--- config.mk ---
export PLATFORM = sky130hd
export DESIGN_NAME = load_store_unit
export DESIGN_NICKNAME = d
export VERILOG_FILES = /design/src/rtl/lsu_pkg.sv /design/src/rtl/lsu_align.sv /design/src/rtl/load_store_unit.sv
export SDC_FILE = /design/constraint.sdc
export NUM_CORES = 1
export LEC_CHECK = 0
export CORE_ASPECT_RATIO = 1.1
export CORE_MARGIN = 3
export CORE_UTILIZATION = 47
export DETAILED_ROUTE_END_ITERATION = 12
export HOLD_SLACK_MARGIN = 0.08
export PLACE_DENSITY_LB_ADDON = 0.3
export SLEW_MARGIN = 5
export SYNTH_ARGS = -nofsm -noshare
export SYNTH_HDL_FRONTEND = slang
export SYNTH_SLANG_ARGS = --single-unit
--- constraint.sdc ---
create_clock -name clk -period 7.13 [get_ports clk]
set_input_delay 1.0695 -clock clk [delete_from_list [all_inputs] [get_ports clk]]
set_output_delay 1.0695 -clock clk [all_outputs]
set_load 0.05 [all_outputs]
--- src/rtl/lsu_pkg.sv ---
// Shared types and constants for the load/store unit: access size encoding,
// FSM states and the default memory-ack timeout.
package lsu_pkg;

    typedef enum logic [1:0] {
        SizeByte = 2'b00,
        SizeHalf = 2'b01,
        SizeWord = 2'b10,
        SizeIll  = 2'b11
    } size_e;

    typedef enum logic [1:0] {
        StIdle = 2'b00,
        StReq  = 2'b01,
        StResp = 2'b10
    } state_e;

    localparam int unsigned TimeoutCyclesDefault = 16;

    // Illegal size counts as misaligned so it takes the same error path.
    function automatic logic is_misaligned(input size_e size, input logic [1:0] addr_lo);
        logic bad;
        unique case (size)
            SizeByte: bad = 1'b0;
            SizeHalf: bad = addr_lo[0];
            SizeWord: bad = |addr_lo;
            default:  bad = 1'b1;
        endcase
        return bad;
    endfunction

endpackage

--- src/rtl/lsu_align.sv ---
// Combinational lane logic: store data replication and byte enables, load byte/half
// extraction with sign or zero extension.
module lsu_align
    import lsu_pkg::*;
(
    input  logic [1:0]  addr_lo,
    input  size_e       size,
    input  logic        zero_ext,
    input  logic        store,
    input  logic [31:0] wdata,
    input  logic [31:0] rdata,
    output logic [31:0] wdata_rep,
    output logic [3:0]  be,
    output logic [31:0] rdata_ext
);

    logic [7:0]  byte_sel;
    logic [15:0] half_sel;
    logic [3:0]  be_raw;

    assign byte_sel = rdata[{addr_lo, 3'b000} +: 8];
    assign half_sel = rdata[{addr_lo[1], 4'b0000} +: 16];

    always_comb begin
        wdata_rep = wdata;
        be_raw    = 4'b0000;
        rdata_ext = rdata;
        unique case (size)
            SizeByte: begin
                wdata_rep = {4{wdata[7:0]}};
                be_raw    = 4'b0001 << addr_lo;
                rdata_ext = zero_ext ? {24'b0, byte_sel} : {{24{byte_sel[7]}}, byte_sel};
            end
            SizeHalf: begin
                wdata_rep = {2{wdata[15:0]}};
                be_raw    = 4'b0011 << {addr_lo[1], 1'b0};
                rdata_ext = zero_ext ? {16'b0, half_sel} : {{16{half_sel[15]}}, half_sel};
            end
            SizeWord: begin
                be_raw = 4'b1111;
            end
            default: begin
                be_raw = 4'b0000;
            end
        endcase
    end

    // Loads never drive byte enables.
    assign be = store ? be_raw : 4'b0000;

endmodule

--- src/rtl/load_store_unit.sv ---
// Single-outstanding load/store unit: registers one access, issues a held memory request,
// and returns a one-cycle response with alignment, illegal-size and timeout errors.
module load_store_unit
    import lsu_pkg::*;
#(
    parameter int unsigned TIMEOUT_CYCLES = TimeoutCyclesDefault
) (
    input  logic        clk,
    input  logic        rst,
    input  logic        req_valid,
    output logic        req_ready,
    input  logic [31:0] req_addr,
    input  logic [31:0] req_wdata,
    input  logic        req_store,
    input  logic [1:0]  req_size,
    input  logic        req_unsigned,
    output logic        rsp_valid,
    output logic [31:0] rsp_rdata,
    output logic        rsp_err,
    output logic        mem_req,
    output logic        mem_we,
    output logic [31:0] mem_addr,
    output logic [31:0] mem_wdata,
    output logic [3:0]  mem_be,
    input  logic        mem_ack,
    input  logic [31:0] mem_rdata
);

    localparam int unsigned CntW = $clog2(TIMEOUT_CYCLES) + 1;
    localparam logic [CntW-1:0] CntLast = CntW'(TIMEOUT_CYCLES - 1);

    state_e          state_q, state_d;
    logic [31:0]     addr_q, addr_d;
    logic [31:0]     wdata_q, wdata_d;
    logic            store_q, store_d;
    size_e           size_q, size_d;
    logic            uns_q, uns_d;
    logic [CntW-1:0] cnt_q, cnt_d;
    logic [31:0]     rsp_rdata_q, rsp_rdata_d;
    logic            rsp_err_q, rsp_err_d;
    logic [31:0]     load_data;

    lsu_align u_align (
        .addr_lo   (addr_q[1:0]),
        .size      (size_q),
        .zero_ext  (uns_q),
        .store     (store_q),
        .wdata     (wdata_q),
        .rdata     (mem_rdata),
        .wdata_rep (mem_wdata),
        .be        (mem_be),
        .rdata_ext (load_data)
    );

    always_ff @(posedge clk or posedge rst) begin
        if (rst) begin
            state_q     <= StIdle;
            addr_q      <= '0;
            wdata_q     <= '0;
            store_q     <= 1'b0;
            size_q      <= SizeByte;
            uns_q       <= 1'b0;
            cnt_q       <= '0;
            rsp_rdata_q <= '0;
            rsp_err_q   <= 1'b0;
        end else begin
            state_q     <= state_d;
            addr_q      <= addr_d;
            wdata_q     <= wdata_d;
            store_q     <= store_d;
            size_q      <= size_d;
            uns_q       <= uns_d;
            cnt_q       <= cnt_d;
            rsp_rdata_q <= rsp_rdata_d;
            rsp_err_q   <= rsp_err_d;
        end
    end

    always_comb begin
        state_d     = state_q;
        addr_d      = addr_q;
        wdata_d     = wdata_q;
        store_d     = store_q;
        size_d      = size_q;
        uns_d       = uns_q;
        cnt_d       = cnt_q;
        rsp_rdata_d = rsp_rdata_q;
        rsp_err_d   = rsp_err_q;
        req_ready   = 1'b0;
        rsp_valid   = 1'b0;
        mem_req     = 1'b0;
        unique case (state_q)
            StIdle: begin
                req_ready = 1'b1;
                if (req_valid) begin
                    addr_d  = req_addr;
                    wdata_d = req_wdata;
                    store_d = req_store;
                    size_d  = size_e'(req_size);
                    uns_d   = req_unsigned;
                    if (is_misaligned(size_e'(req_size), req_addr[1:0])) begin
                        state_d     = StResp;
                        rsp_err_d   = 1'b1;
                        rsp_rdata_d = '0;
                    end else begin
                        state_d = StReq;
                        cnt_d   = '0;
                    end
                end
            end
            StReq: begin
                mem_req = 1'b1;
                // Ack is checked first so an ack in the last timeout cycle still succeeds.
                if (mem_ack) begin
                    state_d     = StResp;
                    rsp_err_d   = 1'b0;
                    rsp_rdata_d = store_q ? 32'b0 : load_data;
                end else if (cnt_q == CntLast) begin
                    state_d     = StResp;
                    rsp_err_d   = 1'b1;
                    rsp_rdata_d = '0;
                end else begin
                    cnt_d = cnt_q + 1'b1;
                end
            end
            StResp: begin
                rsp_valid = 1'b1;
                state_d   = StIdle;
            end
            default: begin
                state_d = StIdle;
            end
        endcase
    end

    assign mem_addr  = {addr_q[31:2], 2'b00};
    assign mem_we    = store_q;
    assign rsp_rdata = rsp_rdata_q;
    assign rsp_err   = rsp_err_q;

endmodule
After elaboration in Yosys (flattened, before gate mapping)
Index checks and enable logic that the tools add are counted.
{"block": "totals", "reg_bits": 108, "output_inout_bits": 105}
{"block": "classes", "addsub": 1, "eq_ne": 13, "shift": 4, "n_mux": 33, "reduce_logical": 9}
{"op": "2-to-1 mux 32 bit", "n": 7}
{"op": "case mux 32 bit (2 select lines)", "n": 3}
{"op": "variable part select 32 x 6 -> 16 bit", "n": 1}
{"op": "variable part select 32 x 6 -> 8 bit", "n": 1}
{"op": "2-to-1 mux 5 bit", "n": 4}
{"op": "case mux 4 bit (3 select lines)", "n": 1}
{"op": "!= test 2 bit (second input constant)", "n": 5}
{"op": "case mux 5 bit (2 select lines)", "n": 1}
{"op": "2-to-1 mux 1 bit", "n": 9}
{"op": "2-to-1 mux 2 bit", "n": 4}
{"op": "== test 2 x 1 -> 1 bit (second input constant)", "n": 3}
{"op": "== test 2 bit (second input constant)", "n": 3}
{"op": "logical NOT 2 bit", "n": 3}
{"op": "adder 5 x 1 -> 5 bit (second input constant)", "n": 1}
{"op": "== test 5 x 4 -> 1 bit (second input constant)", "n": 1}
{"op": "AND reduction 5 bit", "n": 1}
{"op": "2-to-1 mux 4 bit", "n": 1}
{"op": "case mux 2 bit (2 select lines)", "n": 1}
{"op": "AND reduction 2 bit", "n": 2}
{"op": "AND reduction 4 bit", "n": 1}
{"op": "left shift 1 x 2 -> 4 bit (first input constant)", "n": 1}
{"op": "left shift 2 x 2 -> 4 bit (first input constant)", "n": 1}
{"op": "!= test 3 bit (second input constant)", "n": 1}
{"op": "case mux 1 bit (3 select lines)", "n": 1}
{"op": "other kinds (3)", "n": 3}

Depth between registers and ports, before layout
Gate-level depths: netlist (run 1).
{"block": "depth", "ltp_word": 7, "depth_mapped": 9, "depth_no_buf": 8}

Modules after synthesis
From an unflattened synthesis (run 1), not the netlist that was laid out.
{"block": "hier_totals", "cells_unflattened": 459, "area_unflattened_um2": 5424.0}
{"mod": "load_store_unit", "n_inst": 1, "cells_each": 292, "area_per_inst_um2": 4297.9, "seq_area_each_um2": 2702.6}
{"mod": "lsu_align", "n_inst": 1, "cells_each": 167, "area_per_inst_um2": 1126.1, "seq_area_each_um2": 0.0}

Least setup slack after synthesis (run 1)
Ideal clock, no wire load.
{"block": "synth_path", "path_kind": "reg2out", "from": "register size_q[1]", "to": "output mem_wdata[30]", "t_arrival_ps": 2083, "required_ps": 6060, "path_slack_ps": 3978, "path_stages_with_launch": 5, "cell_sequence": "dfrtp_1 -> clkbuf_1 -> buf_2 -> buf_1 -> o21ai_0"}
{"block": "synth_via", "elab_chain_len": 2, "elab_cells_between_ends": 3}
{"item": "from (decl)", "line": "load_store_unit.sv:36", "rtl": "size_e size_q, size_d;"}
{"item": "from (signal assigned)", "line": "load_store_unit.sv:61", "rtl": "size_q <= SizeByte;"}
{"item": "from (signal assigned)", "line": "load_store_unit.sv:71", "rtl": "size_q <= size_d;"}
{"item": "== test 2 x 1 -> 1 bit / logical NOT 2 bit (equally long branches)", "line": "lsu_align.sv:28", "rtl": "unique case (size)"}
{"item": "case mux 32 bit (2 select lines) *", "line": "lsu_align.sv:28"}
{"item": "to (decl)", "line": "load_store_unit.sv:23", "rtl": "output logic [31:0] mem_wdata,"}
Mark *: on every way between the ends. The rest lies on a longest branch, timed or not.

Worst setup path after layout (run 1)
{"block": "layout_path", "from": "register size_q[0]", "to": "output mem_wdata[13]"}
Same word-level chain as after synthesis.

==> results of run 1 <==
## synth_stat cells (2+ instances only)
master and count:
mux2i_1 8, a21o_1 9, nand3_1 25, mux2_2 84, nor2_1 9, nor2b_1 3
o21ai_0 39, nand2b_1 3, ha_1 2, inv_1 9, buf_1 4, nand2_1 40
dfrtp_1 108, nor3_1 2, a31oi_1 14, a221o_1 8, a21oi_1 24, buf_2 8
buf_4 40, clkbuf_1 16
## cells by family (layout without fill, tap and decap cells)
kind of cell    after synthesis  in the layout
compound gates               99             99
xor+xnor                      1              1
fa+ha+maj                     2              2
buf+inv                      78            234
flops                       108            108
mux                          93             93
other cells                   1              2
simple gates                 91             91
## final timing paths
check,startpoint,endpoint
max,size_q[0],mem_wdata[13]
min,rsp_rdata[24],rsp_rdata[24]
max reg2reg,size_q[0],rsp_rdata[15]
min reg2reg,rsp_rdata[24],rsp_rdata[24]
max in group asynchronous,rst,size_q[1]
min in group asynchronous,rst,rsp_rdata[23]
## metrics by stage
step / power [mW] / util [%] / hold slack [ns] / cell area, µm²
4_1_cts: 3.08 / 69.5 / 0.488 / 7430
3_5_place_dp: 2.58 / 66.8 / 0.472 / 7140
5_1_grt: 3.20 / 69.5 / 0.511 / 7430
3_3_place_gp: 2.56 / 66.8 / 0.462 / 7140
6_report: 3.06 / 69.5 / 0.483 / 7430
2_1_floorplan: 2.13 / - / 0.475 / 5290
## routing by layer
layer / vias to the layer above / part of all wire [%] / wire length (µm) / GRT usage, %
li1: 1936 / - / - / -
met1: 2034 / 38 / 5320 / 27.1
met2: 196 / 50 / 6990 / 38.2
met3: 28 / 9.4 / 1320 / 6.25
met4: 0 / 2.6 / 358 / 8.87
met5: - / 0 / 0 / 0
## report_power, final
group	switching (mW)	leakage [nW]	internal [mW]
Sequential	0.138	1.34	0.782
Clock	0.217	0.136	0.271
Combinational	1.04	1.62	0.609
## flip-flops by register name (all words and copies together), names as in the netlist
register	cells
size_q	2
uns_q	1
addr_q	32
rsp_err	1
cnt_q	5
rsp_rdata	32
mem_we	1
wdata_q	32
state_q	2
## critical path, delay by kind of cell, from the launching register on
family / cells / cell delay (ns)
simple gates: 1 / 0.69
mux: 1 / 0.41
buf+inv: 1 / 0.70
flops: 1 / 0.76
## layout make-up
| class | instances | share of cell area [%] |
|---|---|---|
| clock inverter | 4 | 0.691 |
| inverter | 9 | 0.489 |
| sequential | 108 | 36.4 |
| multi-input combinational | 288 | 28.7 |
| clock buffer | 11 | 3.13 |
| tap | 143 | 2.41 |
| timing repair buffer | 210 | 28.2 |
==> run metrics, run 1 <==
R2R Setup Slk=between 4 and 5 ns; crit-path cells=nor2_2 > mux2_2 > clkdlybuf4s50_1; HP Class=flop to flop; Post-CTS Setup Repair Bufs=0; critical path class=flop to output port; most frequent cells in the layout=206 x clkdlybuf4s50_1, 107 x dfrtp_1, 84 x mux2_2, 40 x nand2_1, 39 x o21ai_0; area grow syn2layout=40.5%; worst r2r path cells=4; IO Pins=~210; Nets=732; Fin Setup TNS=0 ns; antenna violations before repair=0; max cap viols=0; multiplexer share of the synthesized area=19.8%; clk buf depth=2; Die Y-Extent=between 100 and 150 µm; maximum VDD drop=293 µV; Max Clock Skew=0.0101 ns; HPWL after DPL=10300 µm; Syn. warnings=0; CTS Hold Bufs=0; CTS resizes=0; root buffer cell=clkbuf_16; die footprint=12600 µm²; via count=4194; outcome=finished clean; cell taking the most area after synthesis=dfrtp_1; ranking of synthesized cells by area=dfrtp_1 51%, mux2_2 18%, buf_4 5.7%, o21ai_0 3.7%, nand2_1 2.8%; drt total wl=14000 µm; row count=39; Syn Inst Count=473; Cells on Worst Hold Path=2; Fmax=251 MHz; # H-tree levels=3; Final Hold Fails=0; routability cong.=slightly above 1; TritonCTS Buffers=9; Syn Area/Cell=about 11 µm²; endpoint type of the worst setup path=output port; top-area cell type share of the netlist area=51.1%; CTS sink count=108; Layout Cells excl Fill=about 770; CTS tree=yes; CP max stage delay=0.76 ns; clock-pin slew of the registers on the worst-case setup and hold paths=0.07 ns; sequential area share after synthesis=around half; Post-synth ARST share=100%; CP max FO=27; cell leakage power=3.09 nW; share of cells above drive strength 1=17.1%; pre-CTS WS=3.50 ns; Post-Synth Simple-Gate Area=8.14%; CP Launch Type=flop; Netlist cell types=38; Initial Utilization=49.5%; fin crit period=approximately 4 ns; die width=107 µm; Slew headroom=33.0%; # diodes=0; largest family of logic cells by synthesized area=multiplexers; global-route wire length before repair=22300 µm; P per Cell Area=412 nW/µm²; Post-synth EDFFs=0; Crit path required time=approximately 6 ns; synthesized-area fraction occupied by xor and xnor cells=0.166%; ys flop type=dfrtp_1; vias in the first global route=4385; largest net degree at the start of global routing=75; core area=10700 µm²; Via density=around 5.4; DR pass1 iterations=4; slew of the pin with the lowest slew margin=1.00 ns; synthesized area=roughly 5300 µm²; Filler Cells Inserted=800; commonest non-fill, non-tap cell in the layout=clkdlybuf4s50_1; Clock Latency Late Sink=0.34 ns; Residual DRC=0; arrival time of the worst setup path=around 2.9 ns; DR WL/cell=18.1 µm; Post-Synth Adder-Cell Area=0.473%; FF/Latch Area=2700 µm²; gr usage total=22.4%; RSZ-0062 raised after global routing=false; Seq cells post-synth=108; area occupied by multi-input gates=2130 µm²; placed cells=758; fin crit share=55.8%; final setup fails=0; Routed Antenna Nets=0; Slew Limit Fails=0; grt total ovfl=0; slowest CP cell=dfrtp_1; worst setup margin=around 3.2 ns; Synth Area in Compound Gates=11.5%; drt initial violations=230; port bufs=roughly 200
(Power assumes the default switching activity.)
==> inputs of run 2 (changes only) <==
CORE_UTILIZATION = 44   (was 47)
clock period = 4.1 ns   (was 7.13 ns; I/O delays follow)
==> run metrics, run 2 (synthesis results as in run 1) <==
gr usage total=21.5% (-0.92 points); Fmax=roughly 310 MHz; max cap viols=0 (unchanged); Slew headroom=33.1% (+0.092 points); Final Hold Fails=0 (unchanged); Pint=2.87 mW (+72%); critical path class=flop to output port; routability cong.=0.904 (-11%); port bufs=206 (unchanged); drt initial violations=229 (-0.43%); die footprint=13400 µm² (+6.4%); fin crit period=3.17 ns; slew of the pin with the lowest slew margin=1.00 ns (-0.00508 ns); outcome=finished clean; grt total ovfl=0 (unchanged); row count=41 (+5.1%); CTS Hold Bufs=0 (unchanged); share of cells above drive strength 1=17.6% (+0.42 points); commonest non-fill, non-tap cell in the layout=clkdlybuf4s50_1; drt total wl=14300 µm (+2.2%); final hold slack=0.479 ns (-0.00461 ns); Final Cell Area=7440 µm² (+0.25%); vias in the first global route=4305 (-1.8%); DR pass1 iterations=4 (unchanged); Nets=734 (+0.27%); clock-pin slew of the registers on the worst-case setup and hold paths=0.07 ns (about the same); final setup fails=0 (unchanged); DR WL/cell=18.3 µm (+1.0%); endpoint type of the worst setup path=output port; cell leakage power=3.10 nW (+0.41%); Die Y-Extent=121 µm (+3.2%); Power Total=5.29 mW (+73%); HP Class=flop to flop; dpl cell area=7170 µm² (+0.33%); fin crit share=77.4%; P per Cell Area=711 nW/µm² (+73%); most frequent cells in the layout=206 x clkdlybuf4s50_1, 107 x dfrtp_1, 84 x mux2_2, 40 x nand2_1, 39 x o21ai_0; Slew Limit Fails=0 (unchanged); worst setup margin=0.925 ns (-2.23 ns); Post-CTS Setup Repair Bufs=0 (unchanged); HPWL after DPL=10600 µm (+3.4%); # diodes=0 (unchanged); Via density=5.32 (-1.9%); TritonCTS Buffers=9 (unchanged); CTS resizes=0 (unchanged); via count=4163 (-0.74%); RSZ-0062 raised after global routing=false; Sw Pwr=2.42 mW (+74%); Residual DRC=0 (unchanged); CTS sink count=108 (unchanged); antenna violations before repair=0 (unchanged); Sw Share=45.8% (+0.21 points); global-route wire length before repair=23200 µm (+4.0%); arrival time of the worst setup path=2.56 ns (-0.35 ns); final core utilization=64.2% (-5.3 points); die width=110 µm (+3.2%); Initial Utilization=45.6% (-3.9 points); Fin Setup TNS=0 ns (unchanged); CTS tree=yes; CP max FO=13 (-52%); Gate power share=54.6% (+0.7 points); Max Clock Skew=0.00635 ns (-0.00372 ns); Crit path required time=3.48 ns (-2.58 ns); root buffer cell=clkbuf_16; Layout Cells excl Fill=782 (+1.2%); maximum VDD drop=396 µV (+35%); Clock Latency Late Sink=0.33 ns (about the same); Routed Antenna Nets=0 (unchanged); Reg power frac=29.9% (-0.2 points); clk buf depth=2 (unchanged); CP Launch Type=flop; IO Pins=209 (unchanged); core area=11600 µm² (+8.5%); largest net degree at the start of global routing=63 (-16%); # H-tree levels=3 (unchanged); placed cells=767 (+1.2%); area grow syn2layout=40.9%; Clock Power Share=15.6% (-0.4 points); pre-CTS WS=1.27 ns (-2.24 ns)
==> run 2: changes by cell type in the layout (fill, tap and decap cells not counted), sizes merged <==
cell      previous run  this run
bufinv               1         0
buf                  4         6
clkinvlp             1         0
clkinv               2         3
clkbuf              11        12
==> run 2: power by group through the flow <==
stage	logic (mW)	clock network, mW	registers (mW)
after floorplan	1.93	0	1.78
after global placement	2.87	0	1.58
after detailed placement	2.90	0	1.60
after CTS	2.91	0.843	1.58
after global routing	3.03	0.899	1.63
final	2.89	0.824	1.58
==> run 2: path summary, 6_finish.rpt <==
kind / start / end / slack (ns) / cells past startpoint
max: size_q[0] / mem_wdata[10] / 0.93 / 3
min: rsp_rdata[8] / rsp_rdata[8] / 0.48 / 1
max reg2reg: size_q[1] / rsp_rdata[2] / 1.87 / 5
min reg2reg: rsp_rdata[8] / rsp_rdata[8] / 0.48 / 1
max in group asynchronous: rst / wdata_q[25] / 2.43 / 3
min in group asynchronous: rst / wdata_q[20] / 0.79 / 2
==> run 2: final cells by class <==
cell class | count | area [µm²]
sequential | 108 | 2700
clock inverter | 3 | 22.5
fill | 976 | 4150
clock buffer | 12 | 256
tap | 150 | 188
multi-input combinational | 288 | 2130
inverter | 9 | 36.3
timing repair buffer | 212 | 2110
==> run 2: metal layers <==
metal / up-vias / GRT usage (%) / wire length [µm]
met3: 20 / 5.74 / 1040
met2: 169 / 37.4 / 7330
met1: 2026 / 26.8 / 5660
met4: 0 / 5.16 / 260
met5: - / 0 / 0
li1: 1948 / - / -
==> run 2: critical path: stages, from the launching register on <==
cell,delay (ns)
dfrtp_1,0.51
nor2_2,0.60
mux2_2,0.41
clkdlybuf4s50_1,0.71
==> inputs of run 3 (changes only) <==
clock period = 3.3 ns   (was 4.1 ns; I/O delays follow)
==> run metrics, run 3 (synthesis results as in run 1) <==
# H-tree levels=3 (unchanged); clock-pin slew of the registers on the worst-case setup and hold paths=0.07 ns (about the same); Crit path required time=2.80 ns (-0.68 ns); CTS resizes=0 (unchanged); gr usage total=20.4% (-1.1 points); HP Class=flop to flop; RR Startpoint=size_q[0]; most frequent cells in the layout=196 x clkdlybuf4s50_1, 107 x dfrtp_1, 84 x mux2_2, 40 x nand2_1, 39 x o21ai_0; Slew Limit Fails=0 (unchanged); DR WL/cell=17.6 µm (-3.7%); fin crit period=2.96 ns; grt total ovfl=0 (unchanged); clk buf depth=2 (unchanged); routability cong.=0.899 (-0.59%); RSZ-0062 raised after global routing=false; fin crit share=89.7%; endpoint type of the worst setup path=output port; Fin Setup TNS=0 ns (unchanged); commonest non-fill, non-tap cell in the layout=clkdlybuf4s50_1; hold path startpoint=rsp_rdata[23]; CTS Hold Bufs=0 (unchanged); Via density=5.32 (-0.13%); Post-CTS Setup Repair Bufs=0 (unchanged); core area=11600 µm² (unchanged); Residual DRC=0 (unchanged); max cap viols=0 (unchanged); cell leakage power=3.12 nW (+0.48%); DR pass1 iterations=4 (unchanged); row count=41 (unchanged); area grow syn2layout=40.8% (about the same); arrival time of the worst setup path=2.47 ns (-0.09 ns); final setup fails=0 (unchanged); IO Pins=209 (unchanged); Final Cell Area=7440 µm² (about the same); drt total wl=13800 µm (-3.6%); die footprint=13400 µm² (unchanged); port bufs=206 (unchanged); antenna violations before repair=0 (unchanged); worst setup path start=addr_q[1]; Initial Utilization=45.6% (unchanged); via count=4163 (unchanged); critical path class=flop to output port; P per Cell Area=878 nW/µm² (+23%); slew of the pin with the lowest slew margin=0.916 ns (-0.0842 ns); CTS tree=yes; maximum VDD drop=482 µV (+22%); TritonCTS Buffers=9 (unchanged); Die Y-Extent=121 µm (unchanged); drt initial violations=186 (-19%); share of cells above drive strength 1=19.3% (+1.7 points); HPWL after DPL=10300 µm (-3.1%); Filler Cells Inserted=940 (-3.7%); Fmax=338 MHz; die width=110 µm (unchanged); vias in the first global route=4259 (-1.1%); Final Hold Fails=0 (unchanged); # diodes=0 (unchanged); global-route wire length before repair=22000 µm (-4.9%); CTS sink count=108 (unchanged); CP max FO=15 (+2); R2R Setup Slk=0.98 ns (-0.89 ns); outcome=finished clean; Routed Antenna Nets=0 (unchanged); Slew headroom=38.7% (+5.6 points); Clock Latency Late Sink=0.34 ns (about the same); Nets=734 (unchanged); root buffer cell=clkbuf_16; dpl cell area=7170 µm² (about the same); largest net degree at the start of global routing=109 (+73%); Max Clock Skew=0.00936 ns (+0.00301 ns); CP Launch Type=flop
-- run 3: cell type report --
cell class	instances	area [µm²]	share of cell area, %
multi-input combinational	288	2130	28.6
sequential	108	2700	36.3
clock inverter	6	47.5	0.639
inverter	9	37.5	0.504
timing repair buffer	212	2110	28.3
clock buffer	10	229	3.08
tap	150	188	2.52
-- run 3: final timing paths --
path | endpoint | depth (start not counted)
max | mem_be[1] | 4
min | rsp_rdata[23] | 2
max reg2reg | rsp_rdata[5] | 5
min reg2reg | rsp_rdata[23] | 2
max in group asynchronous | size_q[1] | 3
min in group asynchronous | addr_q[20] | 3
-- run 3: per-layer routing --
metal,up-vias,wire (µm),global-route usage [%]
li1,1945,-,-
met1,2033,5610,25.6
met2,166,6930,33.6
met3,19,971,5.39
met4,0,265,8.31
met5,-,0,0
-- run 3: where the power goes --
part | internal, mW | switching (mW)
Clock | 0.521 | 0.482
Combinational | 1.31 | 2.22
Sequential | 1.69 | 0.315
Total | 3.52 | 3.01
-- run 3: worst max-delay path, cell delays in order, from the launching register on --
cell,delay (ns)
dfrtp_1,0.55
inv_1,0.35
o21ai_0,0.15
a21oi_1,0.24
clkdlybuf4s50_1,0.84
-- run 3: through the flow --
stage                     hold WS, ns  setup slack, ns  util (%)  cells  total power, mW
after floorplan                 0.475            0.722         -    474             4.61
after global placement          0.461            0.737      61.8    767             5.52
after detailed placement        0.473            0.727      61.8    767             5.58
after CTS                       0.486            0.341      64.2    783             6.60
after global routing            0.507            0.226      64.2    783             6.85
final                           0.483            0.340      64.2    783             6.53
